<file path="config.mk">
export PLATFORM = sky130hd
export DESIGN_NAME = glip_tx_arbiter_flat
export DESIGN_NICKNAME = d
export VERILOG_FILES = /design/src/rtl/glip_tx_arbiter_if.sv /design/src/rtl/glip_tx_arbiter.sv /design/src/flat_wrapper.sv
export SDC_FILE = /design/constraint.sdc
export NUM_CORES = 1
export LEC_CHECK = 0
export ABC_AREA = 0
export CAP_MARGIN = 20
export CORE_ASPECT_RATIO = 1.5
export CORE_MARGIN = 5
export CORE_UTILIZATION = 63
export DETAILED_ROUTE_END_ITERATION = 7
export DONT_BUFFER_PORTS = 1
export PLACE_DENSITY_LB_ADDON = 0.1
export SYNTH_ARGS = -nofsm -noshare
export SYNTH_HDL_FRONTEND = slang
export SYNTH_SLANG_ARGS = --single-unit
export TNS_END_PERCENT = 50
</file>
<file path="constraint.sdc">
create_clock -name clk_logic -period 3.55 [get_ports clk_logic]
set_input_delay 0.5325 -clock clk_logic [delete_from_list [all_inputs] [get_ports clk_logic]]
set_output_delay 0.5325 -clock clk_logic [all_outputs]
set_load 0.01 [all_outputs]
</file>
<file path="src/rtl/glip_tx_arbiter_if.sv">
// glip_tx_arbiter_if: requester streams in, GLIP burst stream out, plus grant/busy status
interface glip_tx_arbiter_if #(
  parameter int WIDTH = 16,
  parameter int NCH = 4
);
  localparam int GW = NCH > 1 ? $clog2(NCH) : 1;
  logic [NCH*WIDTH-1:0] in_data;
  logic [NCH-1:0] in_valid;
  logic [NCH-1:0] in_ready;
  logic [WIDTH-1:0] out_data;
  logic out_valid;
  logic out_ready;
  logic [GW-1:0] grant;
  logic busy;
  modport master (
    input in_data, in_valid, out_ready,
    output in_ready, out_data, out_valid, grant, busy
  );
  modport slave (
    output in_data, in_valid, out_ready,
    input in_ready, out_data, out_valid, grant, busy
  );
endinterface

</file>
<file path="src/rtl/glip_tx_arbiter.sv">
// glip_tx_arbiter: round-robin burst arbiter; clk_logic/rst plus bus (in_* requester streams, out_* header+data toward GLIP fifo_out, grant, busy)
module glip_tx_arbiter #(
  parameter int WIDTH = 16,
  parameter int NCH = 4,
  parameter int MAX_BURST = 8
) (
  input logic clk_logic,
  input logic rst,
  glip_tx_arbiter_if.master bus
);
  localparam int GW = NCH > 1 ? $clog2(NCH) : 1;
  localparam int CW = $clog2(MAX_BURST + 1);
  localparam int AW = MAX_BURST > 1 ? $clog2(MAX_BURST) : 1;
  typedef enum logic [1:0] {IDLE, COLLECT, HEADER, DRAIN} state_t;
  state_t state_q;
  logic [GW-1:0] ptr_q, grant_q, grant_d, grant_nx;
  logic [CW-1:0] count_q, rd_q;
  logic [WIDTH-1:0] out_data_q, word, hdr;
  logic out_valid_q;
  logic [WIDTH-1:0] mem_q [2**AW];
  logic [NCH-1:0] rot;
  logic [GW:0] sum;
  int off;
  always_comb begin
    rot = NCH'({bus.in_valid, bus.in_valid} >> ptr_q);
    off = 0;
    for (int i = NCH - 1; i >= 0; i--) if (rot[i]) off = i;
    sum = (GW+1)'(ptr_q) + (GW+1)'(off);
    grant_d = sum >= (GW+1)'(NCH) ? GW'(sum - (GW+1)'(NCH)) : GW'(sum);
  end
  assign grant_nx = grant_q == GW'(NCH - 1) ? '0 : grant_q + 1'b1;
  assign word = bus.in_data[grant_q*WIDTH +: WIDTH];
  assign hdr = WIDTH'({8'(grant_q), 8'(count_q)});
  assign bus.in_ready = (state_q == COLLECT && count_q < CW'(MAX_BURST)) ? NCH'(1) << grant_q : '0;
  assign bus.out_valid = out_valid_q;
  assign bus.out_data = out_data_q;
  assign bus.grant = grant_q;
  assign bus.busy = state_q != IDLE;
  always_ff @(posedge clk_logic) begin
    if (rst) begin
      state_q <= IDLE;
      ptr_q <= '0;
      grant_q <= '0;
      count_q <= '0;
      rd_q <= '0;
      out_valid_q <= 1'b0;
      out_data_q <= '0;
    end else begin
      case (state_q)
        IDLE: if (|bus.in_valid) begin
          grant_q <= grant_d;
          state_q <= COLLECT;
        end
        COLLECT: if (count_q == CW'(MAX_BURST) || (!bus.in_valid[grant_q] && count_q != '0)) begin
          state_q <= HEADER;
          out_valid_q <= 1'b1;
          out_data_q <= hdr;
        end else if (bus.in_valid[grant_q]) begin
          mem_q[AW'(count_q)] <= word;
          count_q <= count_q + 1'b1;
        end else begin
          state_q <= IDLE;
          ptr_q <= grant_nx;
        end
        HEADER: if (bus.out_ready) begin
          state_q <= DRAIN;
          rd_q <= '0;
          out_data_q <= mem_q[0];
        end
        DRAIN: if (bus.out_ready) begin
          if (rd_q == count_q - 1'b1) begin
            state_q <= IDLE;
            out_valid_q <= 1'b0;
            ptr_q <= grant_nx;
            count_q <= '0;
          end else begin
            rd_q <= rd_q + 1'b1;
            out_data_q <= mem_q[AW'(rd_q + 1'b1)];
          end
        end
        default: state_q <= IDLE;
      endcase
    end
  end
endmodule

</file>
<file path="src/flat_wrapper.sv">
// flat-port wrapper written by rule: the top's interface ports become plain ports
module glip_tx_arbiter_flat 
#(
  parameter int WIDTH = 16,
  parameter int NCH = 4,
  parameter int MAX_BURST = 8
)
  (clk_logic, rst, bus_in_data, bus_in_valid, bus_out_ready, bus_in_ready, bus_out_data, bus_out_valid, bus_grant, bus_busy);
  glip_tx_arbiter_if #(.WIDTH(WIDTH), .NCH(NCH)) bus_i ();
  input logic clk_logic;
  input logic rst;
  input wire logic [$bits(bus_i.in_data)-1:0] bus_in_data;
  input wire logic [$bits(bus_i.in_valid)-1:0] bus_in_valid;
  input wire logic [$bits(bus_i.out_ready)-1:0] bus_out_ready;
  output wire logic [$bits(bus_i.in_ready)-1:0] bus_in_ready;
  output wire logic [$bits(bus_i.out_data)-1:0] bus_out_data;
  output wire logic [$bits(bus_i.out_valid)-1:0] bus_out_valid;
  output wire logic [$bits(bus_i.grant)-1:0] bus_grant;
  output wire logic [$bits(bus_i.busy)-1:0] bus_busy;
  assign bus_i.in_data = bus_in_data;
  assign bus_i.in_valid = bus_in_valid;
  assign bus_i.out_ready = bus_out_ready;
  assign bus_in_ready = bus_i.in_ready;
  assign bus_out_data = bus_i.out_data;
  assign bus_out_valid = bus_i.out_valid;
  assign bus_grant = bus_i.grant;
  assign bus_busy = bus_i.busy;
  glip_tx_arbiter #(.WIDTH(WIDTH), .NCH(NCH), .MAX_BURST(MAX_BURST)) u_core (.clk_logic(clk_logic), .rst(rst), .bus(bus_i));
endmodule
</file>
==> metrics.md <==
| Metric | Value |
|---|---|
| Status | finished, final reports clean |
| Seq pwr share | 47.2% |
| Post-Synthesis Cells | 476 |
| Grt total ovfl | 0 |
| VDD IR max | 422 uV |
| Largest net degree at the start of global routing | 37 |
| Longest Clk Path Bufs | 2 |
| Vias | 4341 |
| PwrDens | 619 nW/um^2 |
| Slew @ Worst Pin | 0.878 ns |
| Hold_buf cts | 0 |
| Crit path kind | flip-flop to flip-flop |
| Synth Net Count | 556 |
| Type of origin of the critical path | flip-flop |
| Worst path bufs/invs | 1 |
| Worst reg-to-reg setup slack | 0.90 ns |
| Hold crit path type | input pin to flip-flop |
| Max-Cap Viols | 0 |
| Complex-gate fraction of the synthesized area | 8.07% |
| Die outline height | 142 um |
| Synth async-reset ratio | 0% |
| Post-DP HPWL | 10800 um |
| Final Skew | 0.0105 ns |
| Period utilization | 74.7% |
| Fin nets | 559 |
| Synth Area in Simple Gates | 9.17% |
| Antenna violations before repair | 1 |
| Crit end category | flip-flop |
| Root Driver | clkbuf_16 |
| H-tree depth | 4 |
| Internal power | 3.67 mW |
| Final ANT Viol Nets | 0 |
| FF+latch area | 4470 sq um |
| Die Wd | 97.7 um |
| Commonest non-fill, non-tap cell in the layout | edfxtp_1 |
| RSZ-0062 raised after global routing | no |
| Fillers | 756 |
| Crit path DAT | 3.01 ns |
| Synthesized area per cell | 15.3 sq um |
| Total GRT Usage | 24.7% |
| Netlist area before placement | 7270 sq um |
| Clock Sinks | 159 |
| Net Switching | 1.31 mW |
| Resize count post-CTS | 0 |
| Multi-input logic area | 2630 sq um |
| Adder-Cell Fraction of Synth Area | 1.55% |
| Yosys reg bits | 159 |
| Max-slew headroom | 41.5% |
| Ys flop type | edfxtp_1 |
| Cell family with most CP delay | compound AO/OA/AOI/OAI gates |
| Max Fclk | 377 MHz |
| Post-synthesis cell type count | 55 |
| FP Rows | 48 |
| Final Hold Vio Count | 0 |
| Syn-to-layout area delta | 10.7% |
| Endpoints failing setup | 0 |
| EDFF count, synth | 128 |
| Final max-slew violation count | 0 |
| Setup bufs post-CTS | 0 |
| Mux cell area share after synthesis | 16.0% |
| Worst-Skew Late Latency | 0.42 ns |
| WL/cell | 25.5 um |
| Post-synthesis sequential area ratio | 61.4% |
| Clock Power Share | 36.8% |
| Initial Util | 63.7% |
| DRC Markers | 0 |
| Clk slew on worst S/H paths | 0.06 ns |
| CTS buffer count | 17 |
| I/O Pins | 95 |
| XOR/XNOR Fraction of Synth Area | 1.29% |
| Slowest library cell on the worst path | o41a_1 |
| Comb power frac | 16.0% |
| GPL Wtd Cong | 0.825 |
| First DRT Iteration DRCs | 422 |
| DIE AREA | 13800 sq um |
| Crit-path max FO | 16 |
| Syn. warnings | 0 |
| Final core occ | 70.5% |
| CP required | 3.90 ns |
| Most frequent cells in the layout | 128 x edfxtp_1, 49 x mux4_2, 31 x nor2_1 |
| Vias/cell | 6.76 |
| CTS tree | done |
| PortBufs | 0 |
| Critical Path Max Stage Delay | 0.54 ns |
| Vias in the first global route | 4510 |
| Worst path cell trace | inv_1 -> ha_1 -> xor2_1 -> nand4_4 -> o41a_1 -> or3_1 -> a21oi_1 |
| DRT Pass-1 Iters | 5 |
| Fraction of layout cells with a size suffix above 1 | 22.6% |
| First-pass GRT wire length | 25600 um |
| Leak Pwr | 2.62 nW |
| # diodes | 0 |
| Largest family of logic cells by synthesized area | multiplexers |
| Post-Route WL | 16400 um |
| Core Region | 11400 sq um |
| Min Tclk post-route | 2.65 ns |
| Fin Setup TNS | 0 ns |
| Sw frac | 26.4% |
[cells in the mapped netlist, drive strengths merged (3+ instances only)]
library cell  instances  area [sq um]
edfxtp              128          3840
mux4                 49          1100
nor2                 32           123
dfxtp                31           621
nand2                25          93.8
buf                  17          86.3
clkbuf               17          65.1
nand3                17          85.1
a21oi                12          63.8
or3                  11          68.8
a31oi                10          62.6
nor4b                10          87.6
a211o                 9          78.8
a32oi                 9          78.8
ha                    9           113
o21ai                 9          45.0
inv                   7          26.3
o211a                 7          70.1
and2                  6          37.5
mux2i                 6          60.1
nor2b                 5          31.3
o2111ai               5          43.8
xnor2                 4          35.0
xor2                  4          35.0
nor3                  3          15.0
or2                   3          18.8
[worst paths after layout]
kind	depth (start not counted)	from	endpoint
worst max-delay path	7	u_core.count_q[1]	u_core.count_q[3]
worst min-delay path	1	rst	flip-flop
worst min register to register	2	u_core.bus.out_valid	u_core.bus.out_valid
worst max register to register	7	u_core.count_q[1]	u_core.count_q[3]
[kinds of logic (layout without fill, tap and decap cells)]
group                    Yosys count  count (layout)
AO/OA/AOI/OAI                     78              78
XOR/XNOR                           9               9
adder cells (fa/ha/maj)            9               9
buffers and inverters             42              58
flip-flops                       159             159
multiplexers                      55              55
AND/OR/NAND/NOR                  124             124
[metal layers]
metal | track usage (%) | vias to the layer above | routed length (um)
met5 | 0 | - | 13
met4 | 7.59 | 2 | 353
met3 | 5.80 | 35 | 1210
met2 | 42.5 | 219 | 8620
met1 | 31.5 | 2165 | 6170
li1 | - | 1920 | -
[layout make-up]
| type | instances | share of cell area, % |
|---|---|---|
| Sequential cell | 159 | 55.5 |
| Multi-Input combinational cell | 275 | 32.7 |
| Clock buffer | 17 | 5.29 |
| Tap cell | 150 | 2.33 |
| Clock inverter | 15 | 2.10 |
| Timing Repair Buffer | 18 | 1.68 |
| Inverter | 8 | 0.373 |
[power groups by stage]
stage	Sequential, mW	Clock [mW]	Combinational [mW]
after global placement	2.38	0	0.772
after detailed placement	2.39	0	0.795
after floorplan	2.36	0	0.615
final	2.35	1.83	0.798
after CTS	2.35	1.85	0.799
after global routing	2.36	1.93	0.875
[sequential cells by signal, indices dropped and copies added (netlist names), named ones only]
signal	cells
u_core.mem_q	128
u_core.bus.out_data	16
u_core.count_q	4
u_core.rd_q	4
u_core.bus.grant	2
u_core.ptr_q	2
u_core.bus.out_valid	1
u_core.state_q	1
[worst register-to-register path, stage by stage, from the launching register on]
cell and delay [ns]:
dfxtp_1 0.52, inv_1 0.16, ha_1 0.34, xor2_1 0.23, nand4_4 0.29, o41a_1 0.54
or3_1 0.36, a21oi_1 0.14
[through the flow]
stage / instance area (sq um) / worst slack [ns] / hold slack [ns] / power, mW / cells
detailed placement: 7450 / 0.930 / 0.540 / 3.18 / 610
global placement: 7450 / 1.00 / 0.546 / 3.15 / 610
finish: 8050 / 0.898 / 0.175 / 4.98 / 642
global route: 8050 / 0.688 / 0.158 / 5.17 / 642
CTS: 8050 / 0.919 / 0.156 / 5.00 / 642
floorplan: 7270 / 0.580 / 0.504 / 2.97 / 476
Note: power is estimated with default switching activity, not from simulation.
